$ cat src/rtl/framebuffer_writer_pkg.sv
// Shared graphics types for the pixel path.
// Pixel word, writer FSM states and bytes per pixel.
package graphics;

   typedef logic [31:0] pixel_t;

   typedef enum logic [1:0] {
      FW_IDLE,
      FW_ACTIVE,
      FW_DRAIN
   } fb_state_t;

   localparam int PIXEL_BYTES = 4;

endpackage

$ cat src/rtl/framebuffer_writer_if.sv
// Pixel stream in + memory write port out.
// slave: writer side; master: producer/memory side.
interface framebuffer_writer_if;
   import graphics::*;

   logic        pixel_valid;
   pixel_t      pixel_data;
   logic        pixel_ready;
   logic        mem_valid;
   logic [31:0] mem_addr;
   pixel_t      mem_wdata;
   logic        mem_ready;

   modport slave (
      input  pixel_valid,
      input  pixel_data,
      output pixel_ready,
      output mem_valid,
      output mem_addr,
      output mem_wdata,
      input  mem_ready
   );

   modport master (
      output pixel_valid,
      output pixel_data,
      input  pixel_ready,
      input  mem_valid,
      input  mem_addr,
      input  mem_wdata,
      output mem_ready
   );

endinterface

$ cat src/rtl/framebuffer_writer_pixel_fifo.sv
// Synchronous pixel FIFO with registered full/empty flags.
// Ports: clk, rst_n, push, pop, din, dout (head), full, empty.
module pixel_fifo
   import graphics::*;
#(
   parameter int DEPTH = 16
)(
   input  logic   clk,
   input  logic   rst_n,
   input  logic   push,
   input  logic   pop,
   input  pixel_t din,
   output pixel_t dout,
   output logic   full,
   output logic   empty
);

   localparam int AW = $clog2(DEPTH);

   pixel_t         r_mem [DEPTH];
   logic [AW:0]    r_wr;
   logic [AW:0]    r_rd;
   logic           r_full;
   logic           r_empty;
   logic           w_push;
   logic           w_pop;
   logic [AW:0]    w_wr_nxt;
   logic [AW:0]    w_rd_nxt;

   // Guard against over/underflow regardless of the caller.
   assign w_push   = push && !r_full;
   assign w_pop    = pop && !r_empty;
   assign w_wr_nxt = r_wr + (AW+1)'(w_push);
   assign w_rd_nxt = r_rd + (AW+1)'(w_pop);

   assign dout  = r_mem[r_rd[AW-1:0]];
   assign full  = r_full;
   assign empty = r_empty;

   always_ff @(posedge clk) begin
      if (w_push) begin
         r_mem[r_wr[AW-1:0]] <= din;
      end
   end

   always_ff @(posedge clk or negedge rst_n) begin
      if (!rst_n) begin
         r_wr    <= '0;
         r_rd    <= '0;
         r_full  <= 1'b0;
         r_empty <= 1'b1;
      end else begin
         r_wr    <= w_wr_nxt;
         r_rd    <= w_rd_nxt;
         r_empty <= (w_wr_nxt == w_rd_nxt);
         // Same index, opposite wrap bit: one full lap ahead.
         r_full  <= (w_wr_nxt[AW] != w_rd_nxt[AW]) &&
                    (w_wr_nxt[AW-1:0] == w_rd_nxt[AW-1:0]);
      end
   end

endmodule

$ cat src/rtl/framebuffer_writer.sv
// Writes one frame of RGBA pixels to a linear raster framebuffer.
// Ports: pixel_clk, rst_n, frame_start, bus (stream + mem), frame_done, frame_err.
module framebuffer_writer
   import graphics::*;
#(
   parameter int unsigned H_RES      = 640,
   parameter int unsigned V_RES      = 480,
   parameter int unsigned FIFO_DEPTH = 16,
   parameter logic [31:0] BASE_ADDR  = 32'h0
)(
   input  logic                pixel_clk,
   input  logic                rst_n,
   input  logic                frame_start,
   framebuffer_writer_if.slave bus,
   output logic                frame_done,
   output logic                frame_err
);

   localparam int unsigned NPIX = H_RES * V_RES;
   localparam int CW = $clog2(NPIX + 1);
   localparam int XW = (H_RES > 1) ? $clog2(H_RES) : 1;
   localparam int YW = (V_RES > 1) ? $clog2(V_RES) : 1;

   fb_state_t      r_state;
   logic [CW-1:0]  r_in_count;
   logic [XW-1:0]  r_x;
   logic [YW-1:0]  r_y;
   logic [31:0]    r_addr;
   logic           r_done;
   logic           r_err;

   logic           w_full;
   logic           w_empty;
   logic           w_push;
   logic           w_pop;
   logic           w_last_x;
   logic           w_last_y;
   logic           w_last_wr;
   pixel_t         w_head;

   // Ready uses only the registered full flag.
   assign bus.pixel_ready = (r_state == FW_ACTIVE) && !w_full;
   assign w_push = bus.pixel_valid && bus.pixel_ready;
   assign w_pop  = !w_empty && bus.mem_ready;

   // Outputs read zero whenever no write is offered.
   assign bus.mem_valid = !w_empty;
   assign bus.mem_addr  = w_empty ? '0 : r_addr;
   assign bus.mem_wdata = w_empty ? '0 : w_head;

   assign w_last_x  = (r_x == XW'(H_RES - 1));
   assign w_last_y  = (r_y == YW'(V_RES - 1));
   assign w_last_wr = w_pop && w_last_x && w_last_y;

   assign frame_done = r_done;
   assign frame_err  = r_err;

   pixel_fifo #(
      .DEPTH (FIFO_DEPTH)
   ) u_fifo (
      .clk   (pixel_clk),
      .rst_n (rst_n),
      .push  (w_push),
      .pop   (w_pop),
      .din   (bus.pixel_data),
      .dout  (w_head),
      .full  (w_full),
      .empty (w_empty)
   );

   always_ff @(posedge pixel_clk or negedge rst_n) begin
      if (!rst_n) begin
         r_state    <= FW_IDLE;
         r_in_count <= '0;
         r_x        <= '0;
         r_y        <= '0;
         r_addr     <= BASE_ADDR;
         r_done     <= 1'b0;
         r_err      <= 1'b0;
      end else begin
         r_done <= 1'b0;

         // Raster walk: step the address on every write handshake.
         if (w_pop) begin
            if (w_last_x) begin
               r_x <= '0;
               if (w_last_y) begin
                  r_y    <= '0;
                  r_addr <= BASE_ADDR;
               end else begin
                  r_y    <= r_y + 1'b1;
                  r_addr <= r_addr + 32'(PIXEL_BYTES);
               end
            end else begin
               r_x    <= r_x + 1'b1;
               r_addr <= r_addr + 32'(PIXEL_BYTES);
            end
         end

         unique case (r_state)
            FW_IDLE: begin
               if (frame_start) begin
                  // A start landing on the done pulse is refused.
                  if (r_done) begin
                     r_err <= 1'b1;
                  end else begin
                     r_state    <= FW_ACTIVE;
                     r_in_count <= '0;
                     r_x        <= '0;
                     r_y        <= '0;
                     r_addr     <= BASE_ADDR;
                  end
               end
            end
            FW_ACTIVE: begin
               if (frame_start) begin
                  r_err <= 1'b1;
               end
               if (w_push) begin
                  r_in_count <= r_in_count + 1'b1;
                  if (r_in_count == CW'(NPIX - 1)) begin
                     r_state <= FW_DRAIN;
                  end
               end
            end
            FW_DRAIN: begin
               if (frame_start) begin
                  r_err <= 1'b1;
               end
               // Last raster position popping means FIFO drains now.
               if (w_last_wr) begin
                  r_done  <= 1'b1;
                  r_state <= FW_IDLE;
               end
            end
            default: begin
               r_state <= FW_IDLE;
            end
         endcase
      end
   end

endmodule
$ cat src/flat_wrapper.sv
// flat-port wrapper written by rule: the top's interface ports become plain ports
module framebuffer_writer_flat import graphics::*;
#(
   parameter int unsigned H_RES      = 640,
   parameter int unsigned V_RES      = 480,
   parameter int unsigned FIFO_DEPTH = 16,
   parameter logic [31:0] BASE_ADDR  = 32'h0
)
  (pixel_clk, rst_n, frame_start, frame_done, frame_err, bus_pixel_valid, bus_pixel_data, bus_pixel_ready, bus_mem_valid, bus_mem_addr, bus_mem_wdata, bus_mem_ready);
  framebuffer_writer_if bus_i ();
  input  logic pixel_clk;
  input  logic rst_n;
  input  logic frame_start;
  output logic frame_done;
  output logic frame_err;
  input wire logic [$bits(bus_i.pixel_valid)-1:0] bus_pixel_valid;
  input wire logic [$bits(bus_i.pixel_data)-1:0] bus_pixel_data;
  output wire logic [$bits(bus_i.pixel_ready)-1:0] bus_pixel_ready;
  output wire logic [$bits(bus_i.mem_valid)-1:0] bus_mem_valid;
  output wire logic [$bits(bus_i.mem_addr)-1:0] bus_mem_addr;
  output wire logic [$bits(bus_i.mem_wdata)-1:0] bus_mem_wdata;
  input wire logic [$bits(bus_i.mem_ready)-1:0] bus_mem_ready;
  assign bus_i.pixel_valid = bus_pixel_valid;
  assign bus_i.pixel_data = bus_pixel_data;
  assign bus_pixel_ready = bus_i.pixel_ready;
  assign bus_mem_valid = bus_i.mem_valid;
  assign bus_mem_addr = bus_i.mem_addr;
  assign bus_mem_wdata = bus_i.mem_wdata;
  assign bus_i.mem_ready = bus_mem_ready;
  framebuffer_writer #(.H_RES(H_RES), .V_RES(V_RES), .FIFO_DEPTH(FIFO_DEPTH), .BASE_ADDR(BASE_ADDR)) u_core (.pixel_clk(pixel_clk), .rst_n(rst_n), .frame_start(frame_start), .bus(bus_i), .frame_done(frame_done), .frame_err(frame_err));
endmodule
$ cat config.mk
export PLATFORM = sky130hd
export DESIGN_NAME = framebuffer_writer_flat
export DESIGN_NICKNAME = d
export VERILOG_FILES = /design/src/rtl/framebuffer_writer_pkg.sv /design/src/rtl/framebuffer_writer_if.sv /design/src/rtl/framebuffer_writer_pixel_fifo.sv /design/src/rtl/framebuffer_writer.sv /design/src/flat_wrapper.sv
export SDC_FILE = /design/constraint.sdc
export NUM_CORES = 1
export LEC_CHECK = 0
export ABC_AREA = 0
export CAP_MARGIN = 10
export CORE_UTILIZATION = 37
export DETAILED_ROUTE_END_ITERATION = 8
export HOLD_SLACK_MARGIN = 0.03
export SYNTH_ARGS = -nofsm -noshare
export SYNTH_HDL_FRONTEND = slang
export SYNTH_SLANG_ARGS = --single-unit
export TNS_END_PERCENT = 100
$ cat constraint.sdc
create_clock -name pixel_clk -period 4.3 [get_ports pixel_clk]
set_clock_uncertainty 0.05 [all_clocks]
set_input_delay 0.86 -clock pixel_clk [delete_from_list [all_inputs] [get_ports pixel_clk]]
set_output_delay 0.86 -clock pixel_clk [all_outputs]
set_load 0.05 [all_outputs]
-- After elaboration in Yosys (flattened, before gate mapping)
Memories as Yosys holds them, arrays and structs flattened.
Cells that the tools add are included.
- register bits: 86
- memory bits (read-only): 0
- output and inout bits: 68
- input port bits: 37
- memories kept: 1
- bits in latches: 0
- memory bits (writable): 512
- word-level logic and storage cells: 87
- equal/unequal tests: 15
- shifts and indexed selects: 0
- order comparisons: 0
- reductions and logical operators: 17
- bitwise operators: 0
- multiplexer cells: 37
- multipliers: 0
- div/mod/pow operators: 0
- $add $sub $neg: 6
- memories (name ; words ; bits a word ; rd ports ; clocked after Yosys merged registers in ; wr ports ; RTL line ; RTL):
    u_core.u_fifo.r_mem ; 16 ; 32 ; 1 ; 0 ; 1 ; framebuffer_writer_pixel_fifo.sv:20 ; pixel_t r_mem [DEPTH];
- operator list (operator ; number):
    2-to-1 mux 32 bit ; 8
    2-to-1 mux 19 bit ; 3
    2-to-1 mux 9 bit ; 6
    2-to-1 mux 10 bit ; 5
    case mux 19 bit (2 select lines) ; 1
    adder 32 x 3 -> 32 bit (second input constant) ; 1
    adder 19 x 1 -> 19 bit (second input constant) ; 1
    == test 19 bit (second input constant) ; 1
    adder 10 x 1 -> 10 bit (second input constant) ; 1
    adder 5 x 1 -> 5 bit ; 2
    == test 10 bit (second input constant) ; 1
    2-to-1 mux 2 bit ; 5
    adder 9 x 1 -> 9 bit (second input constant) ; 1
    == test 9 bit (second input constant) ; 1
    logical AND 1 bit ; 8
    != test 2 bit (second input constant) ; 4
    AND reduction 4 bit ; 2
    2-to-1 mux 1 bit ; 7
    != test 2 x 1 -> 1 bit (second input constant) ; 3
    case mux 2 bit (3 select lines) ; 1
    == test 5 bit ; 1
    AND reduction 5 bit ; 1
    == test 4 bit ; 1
    nonzero test 2 bit ; 2
    other kinds (7) ; 8

-- Logic depth before layout (Yosys ltp)
- depth in word-level cells: 7
- gate-level depth with buffers: 10

-- Cells and area by module
From an unflattened synthesis, not the netlist that was laid out.
- cell total of the unflattened synthesis: 1321
- area, all modules: 24055.6 um2
- modules (own cells, without submodules) (module ; cells each ; instances ; area an instance (um2)):
    pixel_fifo ; 849 ; 1 ; 19759.0
    framebuffer_writer ; 472 ; 1 ; 4296.6

-- Least setup slack after synthesis
Ideal clock, no wire load.
- path type: input port to flip-flop
- from: input bus_pixel_valid
- to: memory u_core.u_fifo.r_mem[0][0] (netlist bit), enable pin
- arrival: 3858 ps
- setup slack: -69 ps
- library setup time: 461 ps
- buffers on the path: 1
- stages: 4
- path through: and3b_1 > buf_2 > or3b_2 > nor3_1
- longest elaborated chain between the ends: 4
- ends and longest elaborated chain (element ; RTL line ; RTL):
    start, declared ; flat_wrapper.sv:16 ; input wire logic [$bits(bus_i.pixel_valid)-1:0] bus_pixel_valid;
    logical AND 1 bit ; framebuffer_writer.sv:43 ; assign w_push = bus.pixel_valid && bus.pixel_ready;
    logical AND 1 bit ; framebuffer_writer_pixel_fifo.sv:31 ; assign w_push = push && !r_full;
    2-to-1 mux 1 bit ; framebuffer_writer_pixel_fifo.sv:41 ; if (w_push) begin
    2-to-1 mux 1 bit (implied by the code) ; framebuffer_writer_pixel_fifo.sv:42 ; r_mem[r_wr[AW-1:0]] <= din;
    end, declared ; framebuffer_writer_pixel_fifo.sv:20 ;
No other way between the ends.

-- Worst setup path after layout
- from: register u_core.u_fifo.r_rd[0]
- to: output bus_mem_wdata[5]
- longest elaborated chain between the ends: 2
- ends and longest elaborated chain (element ; RTL line ; RTL):
    start, declared ; framebuffer_writer_pixel_fifo.sv:22 ; logic [AW:0] r_rd;
    start signal, assigned ; framebuffer_writer_pixel_fifo.sv:54 ; r_rd <= w_rd_nxt;
    memory (16 x 32 bit) ; n/a ;
    2-to-1 mux 32 bit ; framebuffer_writer.sv:49 ; assign bus.mem_wdata = w_empty ? '0 : w_head;
    end, declared ; flat_wrapper.sv:21 ; output wire logic [$bits(bus_i.mem_wdata)-1:0] bus_mem_wdata;
No other way between the ends.

==> key figures <==
Synthesis
  • Synth warn: 0
  • Seq cells post-synth: 598
  • Register area share after synthesis: 0.719
  • Syn Nets: 1294
  • Most used DFF post-synth: edfxtp_1
  • Post-synth EDFFs: 512
  • Mapped cell area: 24400 um2
  • Syn_area_per_cell: 19.6 um2
  • Unique masters post-synth: 61
  • Post-Syn Instances: 1245
  • Async SR Flop Fraction: 0.144

Global route
  • Met1 Use GR: 0.218
  • Initial antenna violation count: 3
  • Vias in the first global route: 12500
  • Grt peak-use layer: met2
  • Met3 Usage GRT: 0.0276
  • Global-route wire length before repair: 79300 um
  • Largest net degree at the start of global routing: 70
  • GRT Util Overall: 0.159
  • Met2 usage: 0.261
  • Global route overflow: 0

Worst setup path
  • Crit path arrival time: 3.27 ns
  • Worst EP required: 3.39 ns
  • Cells on worst reg2reg path: 8
  • Worst Path Max Fanout: 6
  • Cell Chain, Critical Path: buf_4, mux4_1, mux4_2, and2_1, clkdlybuf4s50_1
  • Crit path capture type: primary output
  • Setup CP Type: flip-flop to primary output
  • CP peak stage delay: 0.69 ns
  • Slowest cell on the critical path: clkdlybuf4s50_1
  • Startpoint types: flip-flop

Clock tree
  • Deepest clock path buffer count: 3
  • H-tree levels: 2
  • CTS Root Cell: clkbuf_16
  • CTS clk-pin slew, worst paths: 0.06 ns
  • CTS tree: yes
  • Post-CTS Hold Fix Bufs: 0
  • Sink Count: 598
  • Worst skew pair latency: 0.62 ns
  • CTS buffer count: 61

Placement
  • Port buffer count: 104
  • RD Place Congestion: 0.752
  • Post-DP HPWL: 28700 um

Timing
  • Max-slew violations: 0
  • Maximum clock rate: 239 MHz
  • Hold Fails Final Rpt: 0
  • Worst slew pin tran: 1.02 ns
  • Worst hold margin: 0.309 ns
  • Max_slew headroom: 0.317
  • Setup TNS: 0 ns
  • RSZ-0062 raised after global routing: false
  • Tcrit/Tclk final: 0.972
  • Final setup violation count: 0
  • Final worst path period need: 4.18 ns

Die
  • Die width: 259 um
  • Die Area: 67000 um2
  • Die Span Y: 259 um
  • IO Pins: 105
  • Initial Utilization: 0.376
  • Num rows: 93
  • CORE AREA: 64800 um2

Power
  • Peak supply drop: 0.000489 V
  • Power Density: 683 nW/um2
  • Tot Pwr: 19.7 mW
  • P_leak: 9.78 nW

Drt
  • Final WL: 52500 um
  • DRT Pass-1 Iters: 5
  • Starting DRC count in detailed routing: 906
  • Detail Route Antenna Nets: 0
  • Residual DRC: 0
  • Via Count: 12100
  • Wire per inst: 22.7 um
  • Vias per cell: 5.22

Finish
  • FILL cells: 5477
  • Share of layout cells above drive strength 1: 0.211
  • N_diodes: 0
  • Syn-to-layout area delta: 18.1%
  • Final nets: 1453

Job
  • Max-cap violations: 0

Hold path
  • Min-Delay Path Class: input port to asynchronous set/reset pin

Status
  • Run status: complete, no violations
-- state kept, by name, summed over array words and instances (netlist names) --
signal               cells
u_core.r_addr           32
u_core.u_fifo.full       1
u_core.u_fifo.r_rd       5
u_core.u_fifo.empty      1
u_core.u_fifo.r_mem    512
u_core.r_state           2
u_core.u_fifo.r_wr       5
u_core.r_in_count       19
u_core.frame_err         1
u_core.r_x              10
u_core.frame_done        1
u_core.r_y               9
-- path summary, 6_finish.rpt --
path,start,end,slack (ns)
setup reg to reg,u_core.u_fifo.empty$_DFF_PN1_,u_core.u_fifo.full$_DFF_PN0_,1.17
setup / recovery,u_core.u_fifo.r_rd[0]$_DFF_PN0_,bus_mem_wdata[5],0.12
max in group asynchronous,rst_n,u_core.u_fifo.empty$_DFF_PN1_,3.03
hold reg to reg,u_core.frame_err$_DFFE_PN0P_,u_core.frame_err$_DFFE_PN0P_,0.42
min in group pixel_clk,u_core.frame_err$_DFFE_PN0P_,u_core.frame_err$_DFFE_PN0P_,0.42
hold / removal,rst_n,u_core.r_in_count[6]$_DFFE_PN0P_,0.31
-- worst max-delay path: cells and delay by family, from the launching register on --
kind          cells  cell delay [ns]
mux               2             1.06
buf+inv           2             0.90
flops             1             0.50
simple gates      1             0.18
-- area by class of cell --
type | instances | area, um2 | share of cell area
tap | 855 | 1070 | 0.0371
multi-input combinational | 575 | 6560 | 0.228
timing repair buffer | 154 | 1540 | 0.0535
clock buffer | 72 | 1590 | 0.0551
sequential | 598 | 17500 | 0.609
inverter | 14 | 52.6 | 0.00182
clock inverter | 40 | 462 | 0.0160
-- metal layers --
metal / vias up / part of all wire
met3: 63 / 0.049
met4: 6 / 0.017
met2: 310 / 0.49
li1: 5357 / -
met1: 6323 / 0.44
met5: - / 0.00078
-- power breakdown --
part	switching [mW]	leakage, nW	internal (mW)
Clock	2.24	0.981	3.14
Combinational	4.03	3.06	2.85
Sequential	0.438	5.74	6.99
-- stage by stage --
| step | instances | cell area (um2) | worst slack, ns | util |
|---|---|---|---|---|
| 6_report | 2308 | 28800 | 0.119 | 0.445 |
| 2_1_floorplan | 1245 | 24400 | 0.277 | - |
| 3_5_place_dp | 2192 | 26700 | 0.494 | 0.412 |
| 4_1_cts | 2308 | 28800 | 0.0610 | 0.444 |
| 3_3_place_gp | 2192 | 26700 | 0.498 | 0.412 |
| 5_1_grt | 2308 | 28800 | 0.00297 | 0.445 |
-- Yosys cell counts, types with 23 or more instances --
master      n  area [um2]
mux4_1     58        1520
nor2_1     77         289
dfrtp_1    85        2130
nand4_1    23         144
nor2b_1    32         200
nand2_1    29         109
mux4_2    102        2300
and2_1     38         238
edfxtp_1  512       15400
clkbuf_1   32         120
xor2_1     41         359
nand3_1    28         140
-- cell usage in the layout, fill, tap and decap left out, drive strengths merged, types with 19 or more instances in the layout --
cell type and count:
nand4 24, clkbuf 72, and2 39, xnor2 19
nand2 29, mux4 160, edfxtp 512, xor2 41
clkinv 21, nor2 77, clkdlybuf4s50 78, buf 73
dfrtp 85, nor2b 32, nand3 29
-- logic make-up after synthesis --
kind of cell | count (synthesis) | synth area share
flip-flops | 598 | 0.719
AND/OR/NAND/NOR | 305 | 0.0697
multiplexers | 164 | 0.158
buffers and inverters | 72 | 0.0173
XOR/XNOR | 60 | 0.0215
AO/OA/AOI/OAI | 34 | 0.00841
adder cells (fa/ha/maj) | 12 | 0.00615
-- what timing repair did --
item                                    in CTS  in global routing
endpoints found under the setup margin      16                  3
resized for setup                            0                  3
cloned                                       0                  0
setup buffers                                4                  0
(Power assumes the default switching activity.)
